**config.mk**
```make
export PLATFORM = sky130hd
export DESIGN_NAME = fwd_ctrl_unit_flat
export DESIGN_NICKNAME = d
export VERILOG_FILES = /design/src/rtl/fwd_ctrl_if.sv /design/src/rtl/fwd_ctrl_unit.sv /design/src/flat_wrapper.sv
export SDC_FILE = /design/constraint.sdc
export NUM_CORES = 1
export LEC_CHECK = 0
export BUFFER_PORTS_ARGS = -buffer_cell sky130_fd_sc_hd__buf_2
export CAP_MARGIN = 5
export CORE_MARGIN = 2
export CORE_UTILIZATION = 55
export DETAILED_ROUTE_END_ITERATION = 12
export PLACE_DENSITY_LB_ADDON = 0.12
export SYNTH_ARGS = -nofsm -noshare
export SYNTH_HDL_FRONTEND = slang
export SYNTH_SLANG_ARGS = --single-unit
export TNS_END_PERCENT = 1
```
**constraint.sdc**
```tcl
create_clock -name clk -period 3.29 [get_ports clk]
set_input_delay 0.658 -clock clk [delete_from_list [all_inputs] [get_ports clk]]
set_output_delay 0.658 -clock clk [all_outputs]
set_load 0.05 [all_outputs]
```
**src/rtl/fwd_ctrl_if.sv**
```systemverilog
// Bundle of pipeline-control signals between the ID/EX datapath and fwd_ctrl_unit.
// The datapath side uses the master modport, the controller the slave modport.
interface fwd_ctrl_if #(
    parameter int RA_W = 3
);
    logic            mem_busy;
    logic            id_valid;
    logic [RA_W-1:0] id_rs1;
    logic [RA_W-1:0] id_rs2;
    logic            id_use_imm;
    logic            id_wr_en;
    logic [RA_W-1:0] id_rd;
    logic            id_is_load;
    logic [1:0]      sel1;
    logic [1:0]      sel2;
    logic            stall;
    logic            ex_bubble;

    modport master (
        output mem_busy, id_valid, id_rs1, id_rs2, id_use_imm,
               id_wr_en, id_rd, id_is_load,
        input  sel1, sel2, stall, ex_bubble
    );

    modport slave (
        input  mem_busy, id_valid, id_rs1, id_rs2, id_use_imm,
               id_wr_en, id_rd, id_is_load,
        output sel1, sel2, stall, ex_bubble
    );
endinterface

```
**src/rtl/fwd_ctrl_unit.sv**
```systemverilog
// Forwarding selects and load-use stall control for the EX-stage ALU operand muxes.
// Optional macro ZERO_REG_EN: register 0 is hardwired zero (never forwarded, never stalls).
module fwd_ctrl_unit #(
    parameter int RA_W     = 3,
    parameter int LD_STALL = 1
) (
    input  logic          clk,
    input  logic          rst_n,
    fwd_ctrl_if.slave     bus
);

    typedef enum logic {
        ST_RUN,
        ST_HOLD
    } state_t;

    localparam logic [1:0] CNT_INIT = 2'(LD_STALL - 1);

    state_t          r_state;
    state_t          w_state_nxt;
    logic [1:0]      r_cnt;
    logic [1:0]      w_cnt_nxt;

    // Only EX and MEM entries feed a select; a WB producer has already written the register file.
    logic            r_ex_v;
    logic            r_ex_wr;
    logic            r_ex_ld;
    logic [RA_W-1:0] r_ex_rd;
    logic            r_mem_v;
    logic            r_mem_wr;
    logic [RA_W-1:0] r_mem_rd;

    logic [1:0]      r_sel1;
    logic [1:0]      r_sel2;

    logic            w_rs1_nz;
    logic            w_rs2_nz;
    logic            w_hit_ex1;
    logic            w_hit_ex2;
    logic            w_hit_mem1;
    logic            w_hit_mem2;
    logic            w_hazard;
    logic            w_stall;
    logic            w_issue;
    logic [1:0]      w_sel1;
    logic [1:0]      w_sel2;

`ifdef ZERO_REG_EN
    assign w_rs1_nz = |bus.id_rs1;
    assign w_rs2_nz = |bus.id_rs2;
`else
    assign w_rs1_nz = 1'b1;
    assign w_rs2_nz = 1'b1;
`endif

    assign w_hit_ex1  = r_ex_v  & r_ex_wr  & (r_ex_rd  == bus.id_rs1) & w_rs1_nz;
    assign w_hit_ex2  = r_ex_v  & r_ex_wr  & (r_ex_rd  == bus.id_rs2) & w_rs2_nz;
    assign w_hit_mem1 = r_mem_v & r_mem_wr & (r_mem_rd == bus.id_rs1) & w_rs1_nz;
    assign w_hit_mem2 = r_mem_v & r_mem_wr & (r_mem_rd == bus.id_rs2) & w_rs2_nz;

    assign w_hazard = bus.id_valid & r_ex_ld &
                      (w_hit_ex1 | (w_hit_ex2 & ~bus.id_use_imm));

    always_ff @(posedge clk or negedge rst_n) begin
        if (!rst_n) begin
            r_state <= ST_RUN;
            r_cnt   <= 2'd0;
        end else if (!bus.mem_busy) begin
            r_state <= w_state_nxt;
            r_cnt   <= w_cnt_nxt;
        end
    end

    always_comb begin
        w_state_nxt = r_state;
        w_cnt_nxt   = r_cnt;
        case (r_state)
            ST_RUN: begin
                if (w_hazard) begin
                    w_cnt_nxt = CNT_INIT;
                    if (CNT_INIT != 2'd0) begin
                        w_state_nxt = ST_HOLD;
                    end
                end
            end
            ST_HOLD: begin
                w_cnt_nxt = r_cnt - 2'd1;
                if (r_cnt == 2'd1) begin
                    w_state_nxt = ST_RUN;
                end
            end
            default: w_state_nxt = ST_RUN;
        endcase
    end

    // HOLD stalls regardless of the ID contents; the load has already left EX.
    always_comb begin
        w_stall = 1'b0;
        case (r_state)
            ST_RUN:  w_stall = w_hazard;
            ST_HOLD: w_stall = 1'b1;
            default: w_stall = 1'b0;
        endcase
    end

    assign w_issue = bus.id_valid & ~w_stall;

    // Youngest producer wins: EX beats MEM; the immediate overrides any forwarding on operand 2.
    always_comb begin
        w_sel1 = 2'd0;
        if (w_hit_ex1) begin
            w_sel1 = 2'd1;
        end else if (w_hit_mem1) begin
            w_sel1 = 2'd2;
        end
        w_sel2 = 2'd0;
        if (bus.id_use_imm) begin
            w_sel2 = 2'd3;
        end else if (w_hit_ex2) begin
            w_sel2 = 2'd1;
        end else if (w_hit_mem2) begin
            w_sel2 = 2'd2;
        end
    end

    always_ff @(posedge clk or negedge rst_n) begin
        if (!rst_n) begin
            r_ex_v   <= 1'b0;
            r_ex_wr  <= 1'b0;
            r_ex_ld  <= 1'b0;
            r_ex_rd  <= '0;
            r_mem_v  <= 1'b0;
            r_mem_wr <= 1'b0;
            r_mem_rd <= '0;
            r_sel1   <= 2'd0;
            r_sel2   <= 2'd0;
        end else if (!bus.mem_busy) begin
            r_mem_v  <= r_ex_v;
            r_mem_wr <= r_ex_wr;
            r_mem_rd <= r_ex_rd;
            if (w_issue) begin
                r_ex_v  <= 1'b1;
                r_ex_wr <= bus.id_wr_en;
                r_ex_ld <= bus.id_is_load;
                r_ex_rd <= bus.id_rd;
                r_sel1  <= w_sel1;
                r_sel2  <= w_sel2;
            end else begin
                r_ex_v  <= 1'b0;
                r_ex_wr <= 1'b0;
                r_ex_ld <= 1'b0;
                r_ex_rd <= '0;
                r_sel1  <= 2'd0;
                r_sel2  <= 2'd0;
            end
        end
    end

    assign bus.sel1      = r_sel1;
    assign bus.sel2      = r_sel2;
    assign bus.stall     = w_stall;
    assign bus.ex_bubble = ~r_ex_v;

endmodule

```
**src/flat_wrapper.sv**
```systemverilog
// flat-port wrapper written by rule: the top's interface ports become plain ports
module fwd_ctrl_unit_flat 
#(
    parameter int RA_W     = 3,
    parameter int LD_STALL = 1
)
  (clk, rst_n, bus_mem_busy, bus_id_valid, bus_id_rs1, bus_id_rs2, bus_id_use_imm, bus_id_wr_en, bus_id_rd, bus_id_is_load, bus_sel1, bus_sel2, bus_stall, bus_ex_bubble);
  fwd_ctrl_if #(.RA_W(RA_W)) bus_i ();
  input  logic clk;
  input  logic rst_n;
  input wire logic [$bits(bus_i.mem_busy)-1:0] bus_mem_busy;
  input wire logic [$bits(bus_i.id_valid)-1:0] bus_id_valid;
  input wire logic [$bits(bus_i.id_rs1)-1:0] bus_id_rs1;
  input wire logic [$bits(bus_i.id_rs2)-1:0] bus_id_rs2;
  input wire logic [$bits(bus_i.id_use_imm)-1:0] bus_id_use_imm;
  input wire logic [$bits(bus_i.id_wr_en)-1:0] bus_id_wr_en;
  input wire logic [$bits(bus_i.id_rd)-1:0] bus_id_rd;
  input wire logic [$bits(bus_i.id_is_load)-1:0] bus_id_is_load;
  output wire logic [$bits(bus_i.sel1)-1:0] bus_sel1;
  output wire logic [$bits(bus_i.sel2)-1:0] bus_sel2;
  output wire logic [$bits(bus_i.stall)-1:0] bus_stall;
  output wire logic [$bits(bus_i.ex_bubble)-1:0] bus_ex_bubble;
  assign bus_i.mem_busy = bus_mem_busy;
  assign bus_i.id_valid = bus_id_valid;
  assign bus_i.id_rs1 = bus_id_rs1;
  assign bus_i.id_rs2 = bus_id_rs2;
  assign bus_i.id_use_imm = bus_id_use_imm;
  assign bus_i.id_wr_en = bus_id_wr_en;
  assign bus_i.id_rd = bus_id_rd;
  assign bus_i.id_is_load = bus_id_is_load;
  assign bus_sel1 = bus_i.sel1;
  assign bus_sel2 = bus_i.sel2;
  assign bus_stall = bus_i.stall;
  assign bus_ex_bubble = bus_i.ex_bubble;
  fwd_ctrl_unit #(.RA_W(RA_W), .LD_STALL(LD_STALL)) u_core (.clk(clk), .rst_n(rst_n), .bus(bus_i));
endmodule
```
# After elaboration in Yosys (flattened, before gate mapping)
# Index checks and enable logic that the tools add are counted.
# W data, S select, Z words.
[op_classes]
multipliers = 0
n_reduce_logical = 1
n_div = 0
eq_ne = 6
magnitude_cmp = 0
bitwise = 16
shift = 0
muxes = 16
add_sub_neg = 1
[ops]
columns = ["operator", "n"]
rows = [
  ["$mux W2", 8],
  ["$eq A3 B3 Y1", 4],
  ["$and A1 B1 Y1", 10],
  ["$mux W1", 5],
  ["$not A1 Y1", 5],
  ["$pmux W2 S2", 1],
  ["$mux W3", 1],
  ["$eq A2 B1 Y1 const B", 1],
  ["$ne A2 B1 Y1 const B", 1],
  ["$pmux W1 S2", 1],
  ["$reduce_and A2 Y1", 1],
  ["$sub A2 B1 Y2 const B", 1],
  ["$or A1 B1 Y1", 1],
]
[totals]
n_memories = 0
ff_bits = 18
ramBits = 0
in_bits = 16
rom_bits = 0
wordCells = 51
output_inout_bits = 6
latch_bits = 0

# Logic depth before layout (Yosys ltp)
[depth]
depth_word = 9
mapped_depth = 5
depth_no_buf = 5

# Worst setup path after synthesis
# Ideal clock, no wire load.
[synth_timing]
kind = "input port to output port"
start = "input bus_id_rs2[2]"
end = "output bus_stall"
setup_slack_ns = 0.744
arrival_time_ns = 1.888
cell_stages = 4
required_time_ns = 2.632
path_buffers = 0
cell_sequence = "xor2_1 > or4_4 > o21bai_1 > a31o_2"
[synth_between]
elab_chain_len = 6
[synth_lines]
columns = ["element", "line_no", "source"]
rows = [
  ["from (decl)", "flat_wrapper.sv:14", "input wire logic [$bits(bus_i.id_rs2)-1:0] bus_id_rs2;"],
  ["$eq A3 B3 Y1", "fwd_ctrl_unit.sv:57", "assign w_hit_ex2 = r_ex_v & r_ex_wr & (r_ex_rd == bus.id_rs2) & w_rs2_nz;"],
  ["$and A1 B1 Y1", "fwd_ctrl_unit.sv:57", ""],
  ["$and A1 B1 Y1", "fwd_ctrl_unit.sv:62", "(w_hit_ex1 | (w_hit_ex2 & ~bus.id_use_imm));"],
  ["$or A1 B1 Y1", "fwd_ctrl_unit.sv:62", ""],
  ["$and A1 B1 Y1", "fwd_ctrl_unit.sv:61", "assign w_hazard = bus.id_valid & r_ex_ld &"],
  ["$pmux W1 S2", "fwd_ctrl_unit.sv:99", "case (r_state)"],
  ["to (decl)", "flat_wrapper.sv:21", "output wire logic [$bits(bus_i.stall)-1:0] bus_stall;"],
]
# Every way passes these cells.

# Worst setup path in the final report
# Same ends and word-level chain as after synthesis.

==> run summary <==
Achievable Freq = 355 MHz
Comb power frac = 16.7%
Worst-path clk slew = 0.10 ns
CP Class = primary input to output port
Routed Antenna Nets = 0
DRC Markers = 0
vias in the first global route = 697
syn nets = 96
final instance area = 1070 um^2
# H-tree levels = 1
Crit Path Max Fanout = 4
top cells by instance count after synthesis = dfrtp_1 (18), xor2_1 (10), nand2_1 (8)
synthesis-to-layout area growth = 15.9%
Die H = 44.9 um
clock power share = 28.9%
Synth area leader = dfrtp_1
Post-Route Utilization = 69.2%
Post-CTS Resized = 0
worst vdd ir = 0.373 mV
Skew-Pair Late Insertion Delay = 0.28 ns
final cell count without fillers = 119
share of cells above drive strength 1 = 34.0%
EDFF count, synth = 0
Psw = 0.125 mW
Fin Setup TNS = 0 ns
pin count of the biggest net entering global routing = 21
Synth area leaders = dfrtp_1 (49%), xor2_1 (9.5%), a22o_1 (6.7%)
reg2reg setup slack = 1.51 ns
Placement Cell Area = 1030 um^2
library cells used by synthesis = 25
CTS tree = built
multiplexer share of the synthesized area = 4.90%
worst-margin pin slew = 0.383 ns
Vias/cell = 5.59
drt total wl = 1.75 mm
ys flop type = dfrtp_1
sw frac = 27.2%
Final Hold Fails = 0
synthesized-area fraction occupied by adder cells = 1.36%
Layout Skew = 0.000929 ns
xor/xnor share of the synthesized area = 12.4%
top cell type's share of synthesized area = 49.0%
starting density of the core = 59.7%
Synth async-reset ratio = 100%
top-count cell post-synth = dfrtp_1
Synth Cell Area = 920 um^2
Design Power = 0.461 mW
pre-CTS setup slack = 0.475 ns
Int Pwr = 0.336 mW
RSZ-0062 raised after global routing = no
placed cell count = 115
core area = 1540 um^2
GRT Max-Usage Layer = met2
Placer Congestion = 0.704
DR pass1 iterations = 4
Chip Width = 44.9 um
post-synthesis compound-gate area fraction = 18.5%
boundary pin count = 22
status = complete, no violations
row count = 14
crit end category = output port
NumNets Final = 121
syn_area_per_cell = 11.6 um^2
FF-to-FF End = u_core.r_ex_wr$_DFFE_PN0N_
Root Buffer = clkbuf_4
total track usage = 21.3%
filler instances = 136
Pleak = 0.546 nW
sequential cell area fraction in the yosys report = 49.0%
cell count after synthesis = 79
Seq cells post-synth = 18
fin. max-slew vios = 0
cts hold-fix bufs = 0
final setup fails = 0
Warnings, synthesis = 0
fin crit share = 85.6%
sequential share of power = 54.4%
pwr dens = 432 nW/um^2
M3 GR Usage = 2.40%
largest family of logic cells by synthesized area = compound AO/OA/AOI/OAI gates
met2 usage = 35.1%
drt initial violations = 6
CTS sink count = 18
I/O Buffers = 21
WL/cell = 14.7 um
HPWL after DPL = 1.32 mm
Hold Path Class = primary input to asynchronous set/reset pin
Die ar. = 2020 um^2
Post-CTS Setup Inserts = 0
Min Hold Slack = 0.274 ns
crit path DAT = 2.16 ns
ANT cells = 0
initial antenna violation count = 0
GR Layer Usage met1 = 27.7%
number of cells on the worst reg-to-reg path = 5
total number of vias = 665
first-pass GRT wire length = 3.02 mm
# Max-Cap Violations = 0
worst r2r src = u_core.r_ex_rd[2]$_DFFE_PN0N_
minimum clock period = 2.81 ns
GRT Residual Overflow = 0
simple-gate share of the synthesized area = 10.2%
CTS buffer count = 3
Critical Path Start Type = primary input
final worst setup slack = 0.475 ns
clock buffer depth = 2
data required time of the critical path = 2.63 ns
Slew headroom = 74.5%
[placed cells by master, fill, tap and decap left out, drive strengths merged, types with 4 or more instances in the layout]
cell type   n
a22o        7
buf        22
clkbuf      4
dfrtp      18
mux2        4
nand2       8
xor2       10
[logic make-up (layout without fill, tap and decap cells)]
family	after synthesis	in the layout
AOI/OAI and AO/OA	21	21
xor gates and xnor gates	13	13
adders and majority gates	1	1
buffers and inverters	5	29
DFF	18	18
muxes	4	4
and+or+nand+nor	17	17
[layer usage]
layer | routed length, um | part of all wire (%) | vias to the layer above
met5 | 0 | 0 | -
met2 | 860 | 49 | 14
met1 | 814 | 46 | 319
met4 | 15 | 0.86 | 0
li1 | - | - | 330
met3 | 62 | 3.5 | 2
[power groups by stage]
stage	sequential [mW]	combinational (mW)	clock, mW
floorplan	0.260	0.0442	0
global placement	0.254	0.0750	0
detailed placement	0.255	0.0774	0
CTS	0.251	0.0778	0.138
global route	0.253	0.0856	0.145
finish	0.251	0.0770	0.133
[worst max-delay path, stage by stage]
cell	delay, ns
buf_2	0.11
xor2_1	0.14
or4_4	0.56
o21bai_1	0.25
a31o_2	0.19
buf_2	0.25
[sequential cells by signal, indices dropped and copies added (netlist names), 2 cells and up]
| register | cells |
|---|---|
| u_core.r_ex_rd | 3 |
| u_core.r_cnt | 2 |
| u_core.bus.sel2 | 2 |
| u_core.r_mem_rd | 3 |
| u_core.bus.sel1 | 2 |
[layout make-up]
class / instances / area (um^2) / area share [%]
multi-input cells: 56 / 435 / 40.8
repair buffers: 22 / 113 / 10.6
flip-flops and latches: 18 / 450 / 42.3
inverters: 3 / 11.3 / 1.06
well taps: 16 / 20.0 / 1.88
clock buffers: 4 / 36.3 / 3.40
[how the worst max path moves through the flow]
stage,startpoint,to,cells after the start
global placement,bus_id_rs2[2],bus_stall,6
detailed placement,bus_id_rs2[2],bus_stall,6
floorplan,bus_id_rs2[2],bus_stall,4
global route,u_core.r_ex_rd[2]$_DFFE_PN0N_,bus_stall,5
finish,bus_id_rs2[2],bus_stall,6
CTS,bus_id_rs2[2],bus_stall,6
(Power assumes the default switching activity.)
